<file path="config.mk">
export PLATFORM = sky130hd
export DESIGN_NAME = struct_check_fifo
export DESIGN_NICKNAME = d
export VERILOG_FILES = /design/src/rtl/struct_chk_pkg.sv /design/src/rtl/struct_chk_fifo.sv /design/src/rtl/struct_check_fifo.sv
export SDC_FILE = /design/constraint.sdc
export NUM_CORES = 1
export LEC_CHECK = 0
export CELL_PAD_IN_SITES_DETAIL_PLACEMENT = 1
export CELL_PAD_IN_SITES_GLOBAL_PLACEMENT = 1
export CORE_MARGIN = 3
export CORE_UTILIZATION = 43
export DETAILED_ROUTE_END_ITERATION = 10
export GPL_TIMING_DRIVEN = 0
export PLACE_DENSITY_LB_ADDON = 0.1
export SETUP_SLACK_MARGIN = 0.3
export SYNTH_ARGS = -nofsm -noshare
export SYNTH_HDL_FRONTEND = slang
export SYNTH_SLANG_ARGS = --single-unit
export TNS_END_PERCENT = 10
</file>
<file path="constraint.sdc">
create_clock -name clk -period 3.1 [get_ports clk]
set_input_delay 0.31 -clock clk [delete_from_list [all_inputs] [get_ports clk]]
set_output_delay 0.31 -clock clk [all_outputs]
set_load 0.02 [all_outputs]
</file>
<file path="src/rtl/struct_chk_pkg.sv">
// Shared types and defaults for the struct checker.
// Holds the interface struct, the FIFO entry and a compare helper.
package struct_chk_pkg;

  typedef struct packed {
    integer val100;
    integer val200;
  } struct_t;

  localparam int OFFSET_A_DEF = 100;
  localparam int OFFSET_B_DEF = 200;

  typedef struct packed {
    logic [31:0] value;
    logic        ok;
  } chk_entry_t;

  // Modulo-2^32 offset compare: got == base + off.
  function automatic logic offs_ok(
    input logic [31:0] got,
    input logic [31:0] base,
    input logic [31:0] off
  );
    logic [31:0] sum;
    sum = base + off;
    return got == sum;
  endfunction

endpackage

</file>
<file path="src/rtl/struct_chk_fifo.sv">
// Small synchronous FIFO of check entries.
// Count-based occupancy, power-of-two depth, async active-low reset.
module struct_chk_fifo
  import struct_chk_pkg::*;
#(
  parameter int DEPTH = 4
) (
  input  logic       clk,
  input  logic       rst_n,
  input  logic       push_i,
  input  chk_entry_t wdata_i,
  input  logic       pop_i,
  output chk_entry_t rdata_o,
  output logic       full_o,
  output logic       empty_o
);

  localparam int AW = (DEPTH > 1) ? $clog2(DEPTH) : 1;
  localparam int CW = $clog2(DEPTH + 1);

  chk_entry_t        mem_q [DEPTH];
  logic [AW-1:0]     wptr_q, wptr_d;
  logic [AW-1:0]     rptr_q, rptr_d;
  logic [CW-1:0]     cnt_q, cnt_d;
  logic              do_push;
  logic              do_pop;

  assign full_o  = (cnt_q == CW'(DEPTH));
  assign empty_o = (cnt_q == '0);
  assign do_push = push_i && !full_o;
  assign do_pop  = pop_i && !empty_o;
  assign rdata_o = mem_q[rptr_q];

  // Pointer and occupancy next state; pointers wrap by width.
  always_comb begin
    wptr_d = wptr_q;
    rptr_d = rptr_q;
    cnt_d  = cnt_q;
    if (do_push) begin
      wptr_d = wptr_q + AW'(1);
    end
    if (do_pop) begin
      rptr_d = rptr_q + AW'(1);
    end
    unique case ({do_push, do_pop})
      2'b10:   cnt_d = cnt_q + CW'(1);
      2'b01:   cnt_d = cnt_q - CW'(1);
      default: cnt_d = cnt_q;
    endcase
  end

  // Pointer and occupancy registers.
  always_ff @(posedge clk or negedge rst_n) begin
    if (!rst_n) begin
      wptr_q <= '0;
      rptr_q <= '0;
      cnt_q  <= '0;
    end else begin
      wptr_q <= wptr_d;
      rptr_q <= rptr_d;
      cnt_q  <= cnt_d;
    end
  end

  // Storage; cleared on reset so the idle head reads as zero.
  always_ff @(posedge clk or negedge rst_n) begin
    if (!rst_n) begin
      for (int i = 0; i < DEPTH; i++) begin
        mem_q[i] <= '0;
      end
    end else if (do_push) begin
      mem_q[wptr_q] <= wdata_i;
    end
  end

endmodule

</file>
<file path="src/rtl/struct_check_fifo.sv">
// Checks {value, struct} samples against fixed offsets.
// Buffers results in a FIFO and keeps saturating pass/error stats.
module struct_check_fifo
  import struct_chk_pkg::*;
#(
  parameter int DEPTH    = 4,
  parameter int OFFSET_A = OFFSET_A_DEF,
  parameter int OFFSET_B = OFFSET_B_DEF,
  parameter int CNT_W    = 16
) (
  input  logic             clk,
  input  logic             rst_n,
  input  logic             in_valid,
  output logic             in_ready,
  input  logic [31:0]      in_value,
  input  logic [63:0]      in_struct,
  output logic             out_valid,
  input  logic             out_ready,
  output logic [31:0]      out_value,
  output logic             out_ok,
  input  logic             clr_stats,
  output logic [CNT_W-1:0] pass_cnt,
  output logic [CNT_W-1:0] err_cnt,
  output logic             err_sticky,
  output logic [31:0]      first_err_value
);

  struct_t          s;
  logic             ok_a;
  logic             ok_b;
  logic             ok;
  logic             accept;
  logic             full;
  logic             empty;
  chk_entry_t       wdata;
  chk_entry_t       head;

  logic [CNT_W-1:0] pass_q, pass_d;
  logic [CNT_W-1:0] err_q, err_d;
  logic             sticky_q, sticky_d;
  logic [31:0]      first_q, first_d;

  assign s      = in_struct;
  assign ok_a   = offs_ok(s.val100, in_value, 32'(OFFSET_A));
  assign ok_b   = offs_ok(s.val200, in_value, 32'(OFFSET_B));
  assign ok     = ok_a && ok_b;

  assign in_ready  = !full;
  assign accept    = in_valid && in_ready;
  assign out_valid = !empty;
  assign out_value = head.value;
  assign out_ok    = head.ok;

  assign wdata.value = in_value;
  assign wdata.ok    = ok;

  struct_chk_fifo #(
    .DEPTH (DEPTH)
  ) u_fifo (
    .clk     (clk),
    .rst_n   (rst_n),
    .push_i  (accept),
    .wdata_i (wdata),
    .pop_i   (out_ready),
    .rdata_o (head),
    .full_o  (full),
    .empty_o (empty)
  );

  // Stats next state; clear wins over a same-cycle accept.
  always_comb begin
    pass_d   = pass_q;
    err_d    = err_q;
    sticky_d = sticky_q;
    first_d  = first_q;
    if (clr_stats) begin
      pass_d   = '0;
      err_d    = '0;
      sticky_d = 1'b0;
      first_d  = '0;
    end else if (accept) begin
      if (ok) begin
        if (pass_q != '1) begin
          pass_d = pass_q + CNT_W'(1);
        end
      end else begin
        if (err_q != '1) begin
          err_d = err_q + CNT_W'(1);
        end
        if (!sticky_q) begin
          sticky_d = 1'b1;
          first_d  = in_value;
        end
      end
    end
  end

  // Stats registers.
  always_ff @(posedge clk or negedge rst_n) begin
    if (!rst_n) begin
      pass_q   <= '0;
      err_q    <= '0;
      sticky_q <= 1'b0;
      first_q  <= '0;
    end else begin
      pass_q   <= pass_d;
      err_q    <= err_d;
      sticky_q <= sticky_d;
      first_q  <= first_d;
    end
  end

  assign pass_cnt        = pass_q;
  assign err_cnt         = err_q;
  assign err_sticky      = sticky_q;
  assign first_err_value = first_q;

endmodule

</file>
[Yosys cells after proc, flatten, opt, wreduce, memory -nomap -nowiden]
Cells that the tools add are included.
Cells by class
  add/subtract/negate cells: 8
  magnitude comparators: 3
  equality and inequality tests: 9
  multiplexer cells: 22
  bitwise gates (word level): 2
  reduce and logical (&&, ||, !) cells: 17
Operators with widths (number)
  132-bit bitwise mux: 1
  16-bit two-way mux: 8
  32-bit two-way mux: 4
  33-bit two-way mux: 3
  33-bit binary-select mux with 2-bit select: 1
  33-bit demux with 2-bit select: 1
  32-bit equality test: 2
  16-bit by 1-bit adder with 16-bit output, second input constant: 2
  32-bit by 7-bit adder with 32-bit output, second input constant: 1
  32-bit by 8-bit adder with 32-bit output, second input constant: 1
  16-bit != test, second input constant: 2
  2-bit nonzero test: 5
  3-bit AND reduction: 3
  3-bit greater-or-equal comparator, second input constant: 2
  2-bit NOT with 3-bit output: 2
  3-bit one-hot mux with 2 select lines: 1
  1-bit logical AND: 5
  2-bit by 1-bit adder with 2-bit output, second input constant: 2
  2-bit != test, second input constant: 2
  3-bit by 1-bit adder with 3-bit output, second input constant: 1
  3-bit equality test, second input constant: 1
  3-bit logical NOT: 1
  3-bit by 1-bit < comparator with 1-bit output, second input constant: 1
  1-bit two-way mux: 3
  other kinds (5): 6
Word-level totals
  flip-flop bits (word level): 204
  bits of input ports: 101
  output and inout bits: 100
  logic and storage cells: 76

[Longest topological paths before layout]
Gate-level depths: netlist (run 1).
  depth in word-level cells: 6
  gate-level depth with buffers: 14
  mapped depth without buffers: 10

[By module]
Synthesis (run 1) repeated with hierarchy kept, for this count alone.
Second synthesis, totals
  cells, all modules: 1076
  area, all modules: 12358.1 um^2
Modules (own cells, without submodules)
  struct_chk_fifo: times used 1, cells an instance 357, area each 6610.1 um^2, seq. area each 3478.3 um^2
  struct_check_fifo: times used 1, cells an instance 719, area each 5748.0 um^2, seq. area each 1626.6 um^2

[Worst setup path before layout (run 1)]
OpenSTA, ideal clock, no wires.
  kind: input port to flip-flop
  from: in in_value[9]
  to: reg pass_q[12] (netlist: pass_cnt[12])
  library setup time: 0.127 ns
  arrival time: 3.012 ns
  data required time: 2.973 ns
  slack: -0.039 ns
  cell stages on the path: 12
  path buffers: 3
  cell sequence: buf_2 nand4_2 or4_1 nor2_1 xnor2_1 a211o_1 nor4_2 and4_1 buf_4 buf_4 nand4_1 mux2_1
On the way
  cells in the longest elaborated chain, start to end: 5
  elaborated cells between the ends (all ways): 7
  those cells by class: 2 x add/sub; 2 x eq/ne; 3 x reduce/logical
RTL lines
  start: declaration: RTL line struct_check_fifo.sv:15  | input logic [31:0] in_value,
  32-bit by 7-bit adder with 32-bit output / 32-bit by 8-bit adder with 32-bit output (equally long branches): RTL line struct_chk_pkg.sv:25  | sum = base + off;
  32-bit equality test: RTL line struct_chk_pkg.sv:26  | return got == sum;
  1-bit logical AND *: RTL line struct_check_fifo.sv:46  | assign ok = ok_a && ok_b;
  2-bit nonzero test (no source line) *
  3-bit AND reduction (no source line) *
  end signal: assignment: RTL line struct_check_fifo.sv:106  | pass_q <= pass_d;
  end: declaration: RTL line struct_check_fifo.sv:38  | logic [CNT_W-1:0] pass_q, pass_d;
Every way passes the cells marked *; elsewhere a longest branch is shown, timed or not.
A chain may end at the register's enable or synchronous reset.

[Final worst setup path (run 1)]
  from: in in_value[8]
  to: reg pass_q[12] (netlist: pass_cnt[12])
Same word-level chain as after synthesis.

==> results.md, run 1 <==
- Status: completed
- Routed WL: 44310 um
- Final Cell Area: 16850 um2
- Area post-placement: 14670 um2
- Lkg Pwr: 6.835 nW
- Synth Instances: 1101
- Hold Fails Final Rpt: 0
- CP max FO: 10
- Setup ws final: 0.1081 ns
- Hold WC Path Type: in2reg
- Top_reg_cell synth: dfrtp_1
- Register area share after synthesis: 42.54%
- CTS tree: built
- RSZ-0062 raised after global routing: true
- CP Cell Sequence: clkbuf_2 -> buf_6 -> and4_1 -> nand4_1 -> or4_1 -> a21oi_2 -> nand3b_1 -> nor4_4 -> and4_1 -> buf_6 -> buf_8 -> nand4_1 -> mux2_4
- Worst Setup Start Kind: input pin
- Slew HR: 42.98%
- Crit-path slowest cell: or4_1
- GRT overflow: 0
- Worst path required time: 3.50 ns
- Share of cells above drive strength 1: 31.90%
- Area growth from synthesis to layout: 40.43%
- Post-route insts no fill: 1769
- Post-Place Cells: 1666
- Max Clock Freq: 334.2 MHz
- Row cnt: 60
- Layout Nets: 1490
- Initial antenna violation count: 2
- Post-route DRC: 0
- Tot GR Track Use: 28.04%
- FFs w/ async S/R, synth: 100.0%
- Max-Cap Viols: 0
- Clk sinks: 204
- First-pass GRT wire length: 66070 um
- DIE WIDTH: 173.1 um
- Root Buffer: clkbuf_16
- Reg2reg path depth: 8
- # IOs: 201
- Initial core utilization: 44.16%
- Antenna-violating nets left: 0
- Port bufs: 192
- Netlist cell types: 70
- Skew-Pair Late Insertion Delay: 0.53 ns
- Largest cells by area after synthesis: dfrtp_1 (43%), mux2_2 (12%), mux4_2 (6.2%)
- Clock transition at path regs: 0.06 ns
- Post-Syn Nets: 1213
- Largest area contributor in the netlist: dfrtp_1
- Worst vdd ir: 0.0006256 V
- Crit Path Class: in2reg
- Seq cells post-synth: 204
- DP Worst Slack: -1.491 ns
- Hold path cells: 3
- Largest net degree at the start of global routing: 108
- Clk_skew: 0.02209 ns
- Setup Viol. Count Final: 0
- Vias in the first global route: 11092
- Detailed Route Iter0 Violations: 841
- Final worst-path cycle share: 96.51%
- Worst stage delay on the critical path: 0.61 ns
- Mapped Area: 12000 um2
- Buf/Inv on CP: 4
- Drt pass-1 iters: 5
- Total chip power: 12.73 mW
- Top cell type's share of synthesized area: 42.54%
- Pwr dens: 755.3 nW/um2
- Ys Warns: 0
- CORE AREA: 27180 um2
- CTS buffer count: 24
- Synthesized area per cell: 10.90 um2
- Vias per Instance: 5.967
- H-tree depth: 1
- Tmin final: 2.992 ns
- Post-synth EDFFs: 0
- Final slew viol count: 0
- GPL Wtd Cong: 0.9470
- Stages on the worst setup path: 13
- Die area: 29950 um2
- Worst path arrival time: 3.39 ns
- Hpwl dp: 30490 um
- CP delay by family, top: simple AND/OR/NAND/NOR gates
- DR vias: 10556
- Chip height: 173.1 um
- Clock Path Buffers: 3
- Tightest Pin Transition: 0.8513 ns
- Critical path endpoint category: flop
- Routed WL per cell: 25.05 um
-- worst reg2reg max path, stage by stage (launching register included) --
cell	delay, ns
dfrtp_1	0.40
inv_1	0.11
nand3_1	0.09
and2_1	0.16
clkbuf_1	0.21
clkbuf_1	0.32
nand2_1	0.51
clkbuf_1	0.53
mux2_2	0.42
-- metrics by stage --
| step | TNS (ns) | utilization [%] | hold WS [ns] |
|---|---|---|---|
| 2_1_floorplan | 0 | - | 0.01441 |
| 3_3_place_gp | -1543.34 | 53.87 | 0.4574 |
| 3_5_place_dp | -94.92 | 53.99 | 0.3927 |
| 4_1_cts | 0 | 59.52 | 0.09468 |
| 5_1_grt | 0 | 62.02 | 0.1310 |
| 6_report | 0 | 62.02 | 0.1055 |
-- cells by family (layout without fill, tap and decap cells) --
kind of cell / after synthesis / after routing / synth area share, %
mux: 206 / 206 / 22.04
fa+ha+maj: 11 / 11 / 1.209
xor+xnor: 78 / 78 / 5.692
other cells: 0 / 2 / 0
simple gates: 387 / 387 / 18.88
flops: 204 / 204 / 42.54
compound gates: 119 / 119 / 6.422
buf+inv: 96 / 390 / 3.222
-- power breakdown --
part           total (mW)  internal [mW]  switching (mW)
Sequential           4.14           3.64           0.507
Clock                2.95           1.77            1.18
Combinational        5.64           2.98            2.66
-- final cells by class --
cell class | instances | area [um2]
fillers | 2826 | 10320
multi-input cells | 801 | 7227
flip-flops and latches | 204 | 5105
repair buffers | 251 | 2534
clock buffers | 34 | 709.4
plain buffers | 83 | 649.4
well taps | 372 | 465.4
clock inverters | 9 | 110.1
inverters | 13 | 48.80
diodes | 2 | 5.005
-- final timing paths --
kind                                   from                   to  slack [ns]
setup reg to reg            u_fifo.cnt_q[0]     u_fifo.mem_q[60]        0.23
max in group asynchronous             rst_n     u_fifo.mem_q[16]        1.72
hold / removal                 in_value[20]  first_err_value[20]        0.11
setup / recovery                in_value[8]         pass_cnt[12]        0.11
hold reg to reg            u_fifo.mem_q[41]     u_fifo.mem_q[41]        0.49
min in group asynchronous             rst_n      u_fifo.cnt_q[0]        0.39
-- synthesized netlist by cell type (10+ instances only) --
library cell and number:
ha_1 10, or3_1 14, and4_1 12, and2_1 10
mux2i_1 37, nand3_1 37, a21oi_1 36, inv_1 13
xnor2_1 51, nor2_1 35, or4_1 22, clkbuf_1 63
nand4_1 39, o21ai_0 21, nand2_1 49, nor3_1 26
mux4_2 33, o31ai_1 15, mux2_2 127, dfrtp_1 204
nor4_1 11, xor2_1 27, and3_1 22, nor2b_1 14
nand2b_1 71
-- cells in the final DEF (no fill, tap or decap), drive strengths merged, types with 22 or more instances in the layout --
cell and n:
nand2b 71, a21oi 36, mux2 136, nor2 35
clkdlybuf4s50 162, mux4 33, nand3 37, or4 22
mux2i 37, dfrtp 204, clkbuf 100, xnor2 51
nand4 41, and3 22, xor2 27, o21ai 24
nor3 27, buf 89, nand2 49
-- flip-flops by register name, indices dropped and copies added (netlist names) --
signal	flops
pass_cnt	16
first_err_value	32
u_fifo.wptr_q	2
u_fifo.cnt_q	3
err_sticky	1
u_fifo.mem_q	132
err_cnt	16
u_fifo.rptr_q	2
-- routing by layer --
layer  global-route usage [%]  part of all wire (%)  up-vias
met2                    49.15                    51      375
li1                         -                     -     4610
met3                    4.194                   5.8       82
met5                        0                     0        -
met1                    36.02                    40     5489
met4                    8.345                   3.5        0
-- repair_timing --
| action | 4_1_cts | 5_1_grt |
|---|---|---|
| gates cloned | 3 | 3 |
| resized for setup | 182 | 139 |
| setup buffers | 26 | 25 |
| setup endpoints to repair | 180 | 178 |
| hold buffers | 1 | 0 |
| pin swaps | 33 | 41 |
| hold endpoints to repair | 97 | 0 |
(Power assumes the default switching activity.)
==> inputs of run 2 (changes only) <==
HOLD_SLACK_MARGIN = 0.06   (was default)
SKIP_CTS_REPAIR_TIMING = 1   (was default)
==> results.md, run 2 (same netlist as run 1, synthesis figures left out) <==
- Status: completed
- # IOs: 201 (unchanged)
- GPL Wtd Cong: 0.9470 (unchanged)
- Row cnt: 60 (unchanged)
- Hold WC Path Type: in2reg
- DIE WIDTH: 173.1 um (unchanged)
- Worst Setup Start Kind: input pin
- Hold Crit Start: in_value[20]
- Lkg Pwr: 6.661 nW (-2.5%)
- CTS buffer count: 24 (unchanged)
- Die area: 29950 um2 (unchanged)
- Post-route DRC: 0 (unchanged)
- Routed WL: 43090 um (-2.8%)
- Detailed Route Iter0 Violations: 871 (+3.6%)
- Worst Hold Endpoint: first_err_value[20]
- Max-Cap Viols: 0 (unchanged)
- Worst path required time: 3.52 ns (+0.02 ns)
- Setup Viol. Count Final: 0 (unchanged)
- Clock transition at path regs: 0.06 ns (about the same)
- Worst vdd ir: 0.0006206 V (-0.80%)
- Tot GR Track Use: 27.18% (-0.85 points)
- Largest Register: u_fifo.mem_q
- Share of cells above drive strength 1: 27.97% (-3.9 points)
- Clk_skew: 0.01861 ns (-0.003482 ns)
- Crit Path Class: in2reg
- Vias per Instance: 5.919 (-0.81%)
- Reg2reg end: err_cnt[14]
- GRT overflow: 0 (unchanged)
- Max Clock Freq: 326.7 MHz (-2.3%)
- Part of the power in combinational logic: 44.0% (-0.3 points)
- Int Pwr: 8.343 mW (-0.43%)
- Initial core utilization: 44.16% (unchanged)
- Sw Ratio: 34.00% (-0.17 points)
- Reg2reg path depth: 11 (+3)
- Most frequent cells in the layout: dfrtp_1 (204), clkdlybuf4s50_1 (166), mux2_2 (126), nand2b_1 (71), xnor2_1 (45)
- DR vias: 10340 (-2.0%)
- Clock Path Buffers: 3 (unchanged)
- NetSw: 4.299 mW (-1.2%)
- Sequential share of power: 32.7% (about the same)
- Hold Fails Final Rpt: 0 (unchanged)
- Hold slack final: 0.1063 ns (+0.0007270 ns)
- Root Buffer: clkbuf_16
- Vias in the first global route: 10805 (-2.6%)
- Clk sinks: 204 (unchanged)
- CORE AREA: 27180 um2 (unchanged)
- Most common cell after layout, fill and taps aside: dfrtp_1
- Routed WL per cell: 24.66 um (-1.5%)
- Drt pass-1 iters: 4 (-1)
- Skew-Pair Late Insertion Delay: 0.53 ns (about the same)
- Chip height: 173.1 um (unchanged)
- Hold path cells: 3 (unchanged)
- Largest net degree at the start of global routing: 108 (unchanged)
- Worst reg2reg setup slack: 0.23 ns (about the same)
- Final Cell Area: 16370 um2 (-2.8%)
- First-pass GRT wire length: 64210 um (-2.8%)
- Pwr dens: 772.1 nW/um2 (+2.2%)
- Worst path arrival time: 3.48 ns (+0.09 ns)
- Antenna-violating nets left: 0 (unchanged)
- Max reg flops: 132 (unchanged)
- H-tree depth: 1 (unchanged)
- Clock power frac: 23.3% (about the same)
- Initial antenna violation count: 2 (unchanged)
- R2r startpoint: err_cnt[0]
- RSZ-0062 raised after global routing: true
- Tightest Pin Transition: 0.8256 ns (-0.02575 ns)
- Port bufs: 192 (unchanged)
- Area growth from synthesis to layout: 36.44%
- Hpwl dp: 30490 um (unchanged)
- CTS tree: built
- Layout Nets: 1468 (-1.5%)
- Final slew viol count: 0 (unchanged)
- Area post-placement: 14670 um2 (unchanged)
- Final worst-path cycle share: 98.75% (+2.2 points)
- Critical path endpoint category: flop
- Slew HR: 44.96% (+2.0 points)
- CP max FO: 5 (-5)
- Tmin final: 3.061 ns (+0.06939 ns)
## run 2: cell count changes in the layout (fill, tap and decap cells not counted), sizes merged
| cell | delta |
|---|---|
| clkbuf | -5 |
| buf | -22 |
| clkdlybuf4s50 | +4 |
| dlygate4sd2 | -8 |
| clkdlybuf4s15 | -2 |
| dlymetal6s2s | +11 |
## run 2: layout make-up
class                           instances  area, um2
Antenna cell                            2      5.005
Buffer                                 83      605.6
Clock buffer                           34      709.4
Clock inverter                          9      110.1
Fill cell                            2848      10800
Inverter                               13      48.80
Multi-Input combinational cell        801       6992
Sequential cell                       204       5105
Tap cell                              372      465.4
Timing Repair Buffer                  229       2333
## run 2: worst max-delay path by stage
stage,from,end,slack (ns)
floorplan,in_value[3],pass_cnt[15],0.19
global placement,rst_n,u_fifo.mem_q[21],-7.14
detailed placement,in_value[3],first_err_value[16],-1.49
CTS,in_value[3],first_err_value[16],-0.97
global route,in_value[12],pass_cnt[12],-0.09
finish,in_value[12],pass_cnt[13],0.04
## run 2: layer usage
layer | part of all wire (%) | track usage (%) | vias up
met5 | 0 | 0 | -
met4 | 3.0 | 7.027 | 0
met3 | 5.1 | 3.316 | 61
met2 | 51 | 47.60 | 328
met1 | 41 | 35.90 | 5378
li1 | - | - | 4573
## run 2: power by group through the flow
stage	combinational [mW]	sequential [mW]	clock, mW
floorplan	3.32	4.06	0
global placement	5.23	4.10	0
detailed placement	5.33	4.16	0
CTS	5.37	4.13	3.00
global route	5.94	4.25	3.10
finish	5.56	4.14	2.94
## run 2: per-stage QoR
| step | util, % | total power [mW] | setup TNS, ns | std cells | setup slack (ns) |
|---|---|---|---|---|---|
| after global placement | 53.87 | 9.328 | -1543.34 | 1665 | -7.138 |
| final | 60.25 | 12.64 | 0 | 1747 | 0.03869 |
| after floorplan | - | 7.370 | 0 | 1101 | 0.1859 |
| after detailed placement | 53.99 | 9.485 | -94.92 | 1666 | -1.491 |
| after CTS | 57.01 | 12.49 | -74.21 | 1709 | -0.9727 |
| after global routing | 60.25 | 13.29 | -0.2671 | 1747 | -0.08732 |
## run 2: worst max-delay path: stages
cell and delay (ns):
dlymetal6s2s_1 0.26, nand4_1 0.26, or4_4 0.49, or2_4 0.26
and3b_1 0.18, or4_1 0.52, nor4_2 0.28, nand4b_1 0.12
buf_4 0.17, or4_1 0.47, a21oi_1 0.17
